--- config.mk ---
export PLATFORM = sky130hd
export DESIGN_NAME = punch_anim_ctrl
export DESIGN_NICKNAME = d
export VERILOG_FILES = /design/src/rtl/punch_anim_ctrl.sv
export SDC_FILE = /design/constraint.sdc
export NUM_CORES = 1
export LEC_CHECK = 0
export CORE_MARGIN = 2
export CORE_UTILIZATION = 45
export CTS_CLUSTER_SIZE = 8
export DETAILED_ROUTE_END_ITERATION = 6
export MAX_ROUTING_LAYER = met4
export PLACE_DENSITY = 0.86
export SYNTH_ARGS = -nofsm -noshare
export SYNTH_HDL_FRONTEND = slang
export SYNTH_SLANG_ARGS = --single-unit
--- constraint.sdc ---
create_clock -name Clk -period 1.95 [get_ports Clk]
set_input_delay 0.195 -clock Clk [delete_from_list [all_inputs] [get_ports Clk]]
set_output_delay 0.195 -clock Clk [all_outputs]
set_load 0.02 [all_outputs]
--- src/rtl/punch_anim_ctrl.sv ---
// Punch animation sequencer and sprite-ROM address generator.
// The FSM walks IDLE -> WINDUP -> STRIKE -> RECOVER on vsync ticks, with a
// one-deep combo buffer. The pixel path maps the VGA position into the sprite
// box and then qualifies the returned palette index.
module punch_anim_ctrl #(
    parameter int FRAME_W    = 64,
    parameter int FRAME_H    = 96,
    parameter int HOLD_TICKS = 6,
    parameter int ADDR_W     = 15
) (
    input  logic              Clk,
    input  logic              Reset_n,
    input  logic              vsync_tick,
    input  logic              punch_req,
    input  logic [9:0]        pos_x,
    input  logic [9:0]        pos_y,
    input  logic              facing_left,
    input  logic [9:0]        draw_x,
    input  logic [9:0]        draw_y,
    input  logic [3:0]        rom_index,
    output logic [ADDR_W-1:0] rom_addr,
    output logic [3:0]        pix_index,
    output logic              sprite_on,
    output logic              busy,
    output logic [1:0]        frame_sel,
    output logic              anim_done
);

    // The state encoding doubles as the animation frame number.
    typedef enum logic [1:0] {
        IDLE    = 2'd0,
        WINDUP  = 2'd1,
        STRIKE  = 2'd2,
        RECOVER = 2'd3
    } state_t;

    localparam int CNT_W = $clog2(HOLD_TICKS + 1);
    localparam logic [CNT_W-1:0]  HOLD_LAST  = CNT_W'(HOLD_TICKS - 1);
    localparam logic [ADDR_W-1:0] FRAME_SIZE = ADDR_W'(FRAME_W * FRAME_H);
    localparam logic [ADDR_W-1:0] ROW_SIZE   = ADDR_W'(FRAME_W);

    state_t             state_q, state_d;
    logic [CNT_W-1:0]   cnt_q, cnt_d;
    logic               pending_q, pending_d;
    logic               busy_q, busy_d;
    logic [1:0]         frame_sel_q, frame_sel_d;
    logic               anim_done_q, anim_done_d;

    logic [ADDR_W-1:0]  rom_addr_q, rom_addr_d;
    logic               hit_d1_q, hit_d2_q;
    logic [3:0]         pix_index_q, pix_index_d;
    logic               sprite_on_q, sprite_on_d;

    logic               hit;
    logic               last_tick;
    logic               combo;

    // Next-state logic: hold counter, combo buffer, tear-free frame select.
    always_comb begin
        state_d     = state_q;
        cnt_d       = cnt_q;
        pending_d   = pending_q;
        anim_done_d = 1'b0;
        frame_sel_d = frame_sel_q;
        last_tick   = vsync_tick && (cnt_q == HOLD_LAST);
        combo       = pending_q || punch_req;

        if (vsync_tick) begin
            frame_sel_d = 2'(state_q);
        end

        case (state_q)
            IDLE: begin
                cnt_d     = '0;
                pending_d = 1'b0;
                if (punch_req) begin
                    state_d = WINDUP;
                end
            end
            WINDUP: begin
                if (last_tick) begin
                    state_d = STRIKE;
                    cnt_d   = '0;
                end else if (vsync_tick) begin
                    cnt_d = cnt_q + CNT_W'(1);
                end
            end
            STRIKE: begin
                if (punch_req) begin
                    pending_d = 1'b1;
                end
                if (last_tick) begin
                    state_d = RECOVER;
                    cnt_d   = '0;
                end else if (vsync_tick) begin
                    cnt_d = cnt_q + CNT_W'(1);
                end
            end
            RECOVER: begin
                pending_d = combo;
                if (last_tick) begin
                    state_d     = combo ? WINDUP : IDLE;
                    pending_d   = 1'b0;
                    anim_done_d = 1'b1;
                    cnt_d       = '0;
                end else if (vsync_tick) begin
                    cnt_d = cnt_q + CNT_W'(1);
                end
            end
            default: begin
                state_d = IDLE;
                cnt_d   = '0;
            end
        endcase

        busy_d = (state_d != IDLE);
    end

    // FSM and its registered outputs.
    always_ff @(posedge Clk or negedge Reset_n) begin
        if (!Reset_n) begin
            state_q     <= IDLE;
            cnt_q       <= '0;
            pending_q   <= 1'b0;
            busy_q      <= 1'b0;
            frame_sel_q <= 2'd0;
            anim_done_q <= 1'b0;
        end else begin
            state_q     <= state_d;
            cnt_q       <= cnt_d;
            pending_q   <= pending_d;
            busy_q      <= busy_d;
            frame_sel_q <= frame_sel_d;
            anim_done_q <= anim_done_d;
        end
    end

    // Box test and ROM address; 11-bit math keeps pos+size from wrapping.
    always_comb begin
        logic [10:0] x_lo;
        logic [10:0] x_hi;
        logic [10:0] y_lo;
        logic [10:0] y_hi;
        logic [10:0] px;
        logic [10:0] py;
        logic [10:0] dx;
        logic [10:0] dy;
        logic [10:0] lx;

        x_lo = {1'b0, pos_x};
        y_lo = {1'b0, pos_y};
        x_hi = x_lo + 11'(FRAME_W);
        y_hi = y_lo + 11'(FRAME_H);
        px   = {1'b0, draw_x};
        py   = {1'b0, draw_y};
        dx   = px - x_lo;
        dy   = py - y_lo;
        lx   = facing_left ? (11'(FRAME_W - 1) - dx) : dx;

        hit = (px >= x_lo) && (px < x_hi) && (py >= y_lo) && (py < y_hi);

        rom_addr_d = '0;
        if (hit) begin
            rom_addr_d = ADDR_W'(frame_sel_q) * FRAME_SIZE
                       + ADDR_W'(dy) * ROW_SIZE
                       + ADDR_W'(lx);
        end
    end

    // Transparency qualification of the palette index returned by the ROM.
    always_comb begin
        sprite_on_d = hit_d2_q && (rom_index != 4'd0);
        pix_index_d = hit_d2_q ? rom_index : 4'd0;
    end

    // Pixel pipeline: address at N+1, hit aligned to ROM data at N+2, result at N+3.
    always_ff @(posedge Clk or negedge Reset_n) begin
        if (!Reset_n) begin
            rom_addr_q  <= '0;
            hit_d1_q    <= 1'b0;
            hit_d2_q    <= 1'b0;
            pix_index_q <= 4'd0;
            sprite_on_q <= 1'b0;
        end else begin
            rom_addr_q  <= rom_addr_d;
            hit_d1_q    <= hit;
            hit_d2_q    <= hit_d1_q;
            pix_index_q <= pix_index_d;
            sprite_on_q <= sprite_on_d;
        end
    end

    assign rom_addr  = rom_addr_q;
    assign pix_index = pix_index_q;
    assign sprite_on = sprite_on_q;
    assign busy      = busy_q;
    assign frame_sel = frame_sel_q;
    assign anim_done = anim_done_q;

endmodule

# After elaboration in Yosys (flattened, before gate mapping)
# Index checks and enable logic that the tools add are counted.
[totals]
regBits = 32
inputBits = 49
out_inout_bits = 24
elab_cells = 59
[classes]
add_sub_neg = 8
multipliers = 1
order_cmp = 4
n_eq_ne = 6
n_mux = 17
reduce_logical = 12
[ops]
columns = ["op", "count"]
rows = [
  ["$add A10 B7 Y11 const B", 2],
  ["$lt A10 B11 Y1", 2],
  ["$ge A10 B10 Y1", 2],
  ["$add A15 B11 Y15", 1],
  ["$add A15 B15 Y15", 1],
  ["$mux W15", 1],
  ["$mux W11", 1],
  ["$sub A10 B10 Y11", 1],
  ["$sub A6 B11 Y11 const A", 1],
  ["$sub A9 B9 Y9", 1],
  ["$mux W2", 4],
  ["$pmux W2 S4", 1],
  ["$mux W3", 2],
  ["$pmux W3 S2", 1],
  ["$logic_and A1 B1 Y1", 5],
  ["$mux W1", 5],
  ["$eq A2 B2 Y1 const B", 2],
  ["$mul A2 B2 Y4 const B", 1],
  ["$mux W4", 1],
  ["$reduce_bool A4 Y1", 1],
  ["$add A3 B1 Y3 const B", 1],
  ["$eq A3 B3 Y1 const B", 1],
  ["$ne A3 B1 Y1 const B", 1],
  ["$pmux W1 S3", 1],
  ["8 further kinds", 8],
]

# Logic depth before layout (Yosys ltp)
[depth]
depth_word = 6
mapped_depth = 21
depth_no_buf = 21

# Worst setup path after synthesis
# OpenSTA, ideal clock, no wires.
[synth_timing]
kind = "input port to flip-flop"
from = "input port draw_x[0]"
to = "register rom_addr_q[13] (netlist: rom_addr[13])"
setup_time_ps = 123
arrival_time_ps = 3766
required_time_ps = 1827
slack_ps = -1939
cell_stages = 21
path_buffers = 0
cell_sequence = "inv_1 ha_1 inv_1 fa_1 a21o_1 a221oi_1 xnor2_1 inv_1 ha_1 nor3b_1 o211ai_1 o311a_1 o311ai_0 and2_1 a221o_1 ha_1 nand2_1 o21ai_0 o41ai_1 xnor2_1 nor2_4"
[synth_between]
elab_chain_len = 5
elab_cells_between_ends = 10
classes_between = "3 x add/sub; 2 x order compare; 2 x mux; 3 x reduce/logical"
[synth_rtl]
columns = ["element", "line", "source"]
rows = [
  ["from (decl)", "18", "input logic [9:0] draw_x,"],
  ["$sub A10 B10 Y11 (tied with other cells)", "156", "dx = px - x_lo;"],
  ["$sub A6 B11 Y11 / $logic_and A1 B1 Y1 (equally long branches)", "158, 160", ""],
  ["$mux W11 / $logic_and A1 B1 Y1 (equally long branches)", "158, 160", ""],
  ["$add A15 B11 Y15 / $logic_and A1 B1 Y1 (equally long branches)", "166, 160", ""],
  ["$mux W15 *", "163", "if (hit) begin"],
  ["named net rom_addr_d[13]", "49", "logic [ADDR_W-1:0] rom_addr_q, rom_addr_d;"],
  ["to (signal assigned)", "185", "rom_addr_q <= rom_addr_d;"],
  ["to (decl)", "49", ""],
]
# Mark *: on every way through the listed nets, which the timed path passes. The rest lies on a longest branch.
# A chain may end at the register's enable or synchronous reset.

# Worst setup path in the final report
# Same ends and word-level chain as after synthesis.

==> out/results.ini <==
[cells_and_area]
n_antenna_cell=0
nNetsFinal=603
fill_cells=358
post-route-util_pct=81.6
postLayoutCellArea_mm2=0.00515
synthToLayoutAreaGrowth_pct=76.1
fin_cells=585
final_layout_size_suffix_gt1_share_pct=42.5

[worst_setup_path]
ff2ff_setup_slack_ns=0.07
path_cells=buf_8 -> inv_12 -> ha_4 -> inv_2 -> fa_2 -> a21o_1 -> a221oi_2 -> xnor2_1 -> inv_1 -> ha_4 -> nor3b_4 -> o211ai_1 -> o311a_1 -> o311ai_2 -> and2_1 -> a221o_1 -> ha_4 -> nand2_2 -> o21ai_4 -> o41ai_4 -> xnor2_2 -> nor2_4
crit_type=in2reg
worstPathRequired_ns=2.11
cp_slowest_stage_delay_ns=0.38
crit_path_max_fanout=4
start_kind=primary input
worstPathArrival_ns=3.82
worstSetupEndpointType=register
cp_slowest_cell=fa_2
crit_path_frequent_cell=ha_4

[timing]
rsz0062_at_grt=yes
setup_ws_ns=-1.71
max_slew_margin_pct=67.5
finalSetupViolations=16
hold_viol=0
maxSlewViolCount=0
layout_worst_path_cycle_share_pct=188
tns_ns=-13.65
period_minus_slack_ns=3.66
fin_worst_skew_ns=0.00268
worst-slew-pin-transition_ns=0.485
max_freq_ghz=0.273

[route]
via_per_inst=5.32
drc_errors=0
vias=3113
wl_um=9050
wl_per_cell_um=15.5
postRouteAntennaNets=0
dr.pass1.iters=4
drt_iter0_markers=124

[clocking]
path_clk_slew_ns=0.07
cts_buffers=5
insertion_delay_ns=0.27
clockBufferDepth=2
hold_buffers=0
cts.sinks=32
cts_tree=built
htreeDepth=2
cts_root_buf=clkbuf_8

[synthesis]
syn-cell-area_mm2=0.00293
synth_seq_cells=32
synth-main-ff-cell=dfrtp_1
yosysSeqAreaShare_pct=27.4
synthArstFlopShare_pct=100
synth_area_leader_cell=dfrtp_1
synth.most_common_cell=ha_1
syn_inst=324
syn_nets=420
synthTopCellsByArea=dfrtp_1, ha_1, xnor2_1
synth_top_area_share_pct=27.4
synth_edf_count=0
yosys-top-cells-count=ha_1, inv_1, dfrtp_1
ys_types=50
yosys_warnings=0
postSynthAreaPerCell_um2=9.04

[flow_run]
maxCapViolations=0

[run_status]
violations=setup timing
run_status=finished with violations

[die]
io_pins=73
fp.dieH_um=84.7
placeableCoreArea_mm2=0.00631
rows=29
die_area_mm2=0.00717
die_x_um=84.7
start_util_pct=46.4

[power_and_ir_drop]
p_leak_nw=2.51
power_mw=4.04
powerDensity_mw_per_mm2=784
ir_drop_mv=0.893

[grt]
antenna_found_initial=0
grt_pass1_wl_um=13700
grtUsageTotal_pct=23.9
first_global_vias=3166
overflow=0
grt_max_degree=33

[place]
dp.cells=556
hpwlAfterDp_um=6390
placed_cell_area_mm2=0.00451
gp_congestion=0.896
portBuffers=72

[worst_hold_path]
hp-class=in2async

## path summary, 6_finish.rpt
path	depth (start not counted)	from	endpoint
worst max-delay path	22	draw_x[0]	rom_addr[13]
worst min-delay path	2	Reset_n	cnt_q[2]
worst max register to register	9	frame_sel[0]	rom_addr[13]
worst min register to register	0	hit_d1_q	hit_d2_q
max in group asynchronous	2	Reset_n	pix_index[3]
min in group Clk	0	hit_d1_q	hit_d2_q
## power breakdown
group | total [mW] | internal [mW] | switching [mW] | leakage, nW
clock | 0.506 | 0.287 | 0.219 | 0.0455
sequential | 0.873 | 0.774 | 0.0988 | 0.428
combinational | 2.66 | 1.38 | 1.28 | 2.03
## per-stage QoR
stage	worst slack (ns)	hold slack, ns
floorplan	-1.75	-0.101
global placement	-2.40	0.334
detailed placement	-2.54	0.364
CTS	-1.60	0.310
global route	-1.87	0.339
finish	-1.71	0.304
## kinds of logic after synthesis
family	Yosys count	share of synthesized area, %
multiplexers	2	0.726
AO/OA/AOI/OAI	81	18.9
flip-flops	32	27.4
AND/OR/NAND/NOR	79	14.4
adder cells (fa/ha/maj)	47	20.9
buffers and inverters	46	6.71
XOR/XNOR	37	11.1
## area by class of cell
type | instances | area (um2) | area share, %
Clock buffer | 8 | 90.1 | 1.75
Inverter | 42 | 190 | 3.69
Multi-Input combinational cell | 247 | 2410 | 46.7
Sequential cell | 32 | 801 | 15.5
Timing Repair Buffer | 179 | 1570 | 30.4
Tap cell | 77 | 96.3 | 1.87
## state kept, by name, summed over array words and instances, names as in the netlist
register,flops
sprite_on,1
pix_index,4
busy,1
hit_d1_q,1
pending_q,1
hit_d2_q,1
state_q,2
anim_done,1
cnt_q,3
frame_sel,2
rom_addr,15
## worst max-delay path: cells and delay by family
family,cells,cell delay (ns)
simple gates,4,0.43
xor+xnor,2,0.41
buf+inv,4,0.32
compound gates,8,1.47
fa+ha+maj,4,1.01
## repair_timing
item,CTS,global route
cloned,1,0
hold endpoints to repair,0,0
pin swaps,38,25
buffers inserted,13,8
gates resized for setup,101,51
setup endpoints to repair,16,16
## metal layers
layer / vias up / track usage, % / wire length, um
li1: 1495 / - / -
met5: - / - / 0
met3: 8 / 2.26 / 341
met2: 97 / 45.1 / 5100
met1: 1513 / 26.1 / 3530
met4: 0 / 7.65 / 82
## placed cells by master (no fill, tap or decap), types with 3 or more instances in the layout
master	instances
a211oi_1	4
nor2_4	8
dfrtp_1	32
clkbuf_8	6
a21oi_1	15
dlygate4sd2_1	10
xor2_1	9
o31a_1	4
clkbuf_2	4
o21ai_0	12
buf_6	12
xor2_2	3
nand2_1	9
xnor2_1	18
ha_1	30
a21o_1	8
dlymetal6s2s_1	9
xnor2_2	4
nor2_2	8
fa_2	3
nand4_1	3
o21ai_2	4
inv_1	26
buf_4	97
inv_2	13
o21a_1	3
nand2_2	5
nor2_1	20
nor3_1	4
and2_1	5
clkdlybuf4s50_1	41
ha_4	12
(Power assumes the default switching activity.)
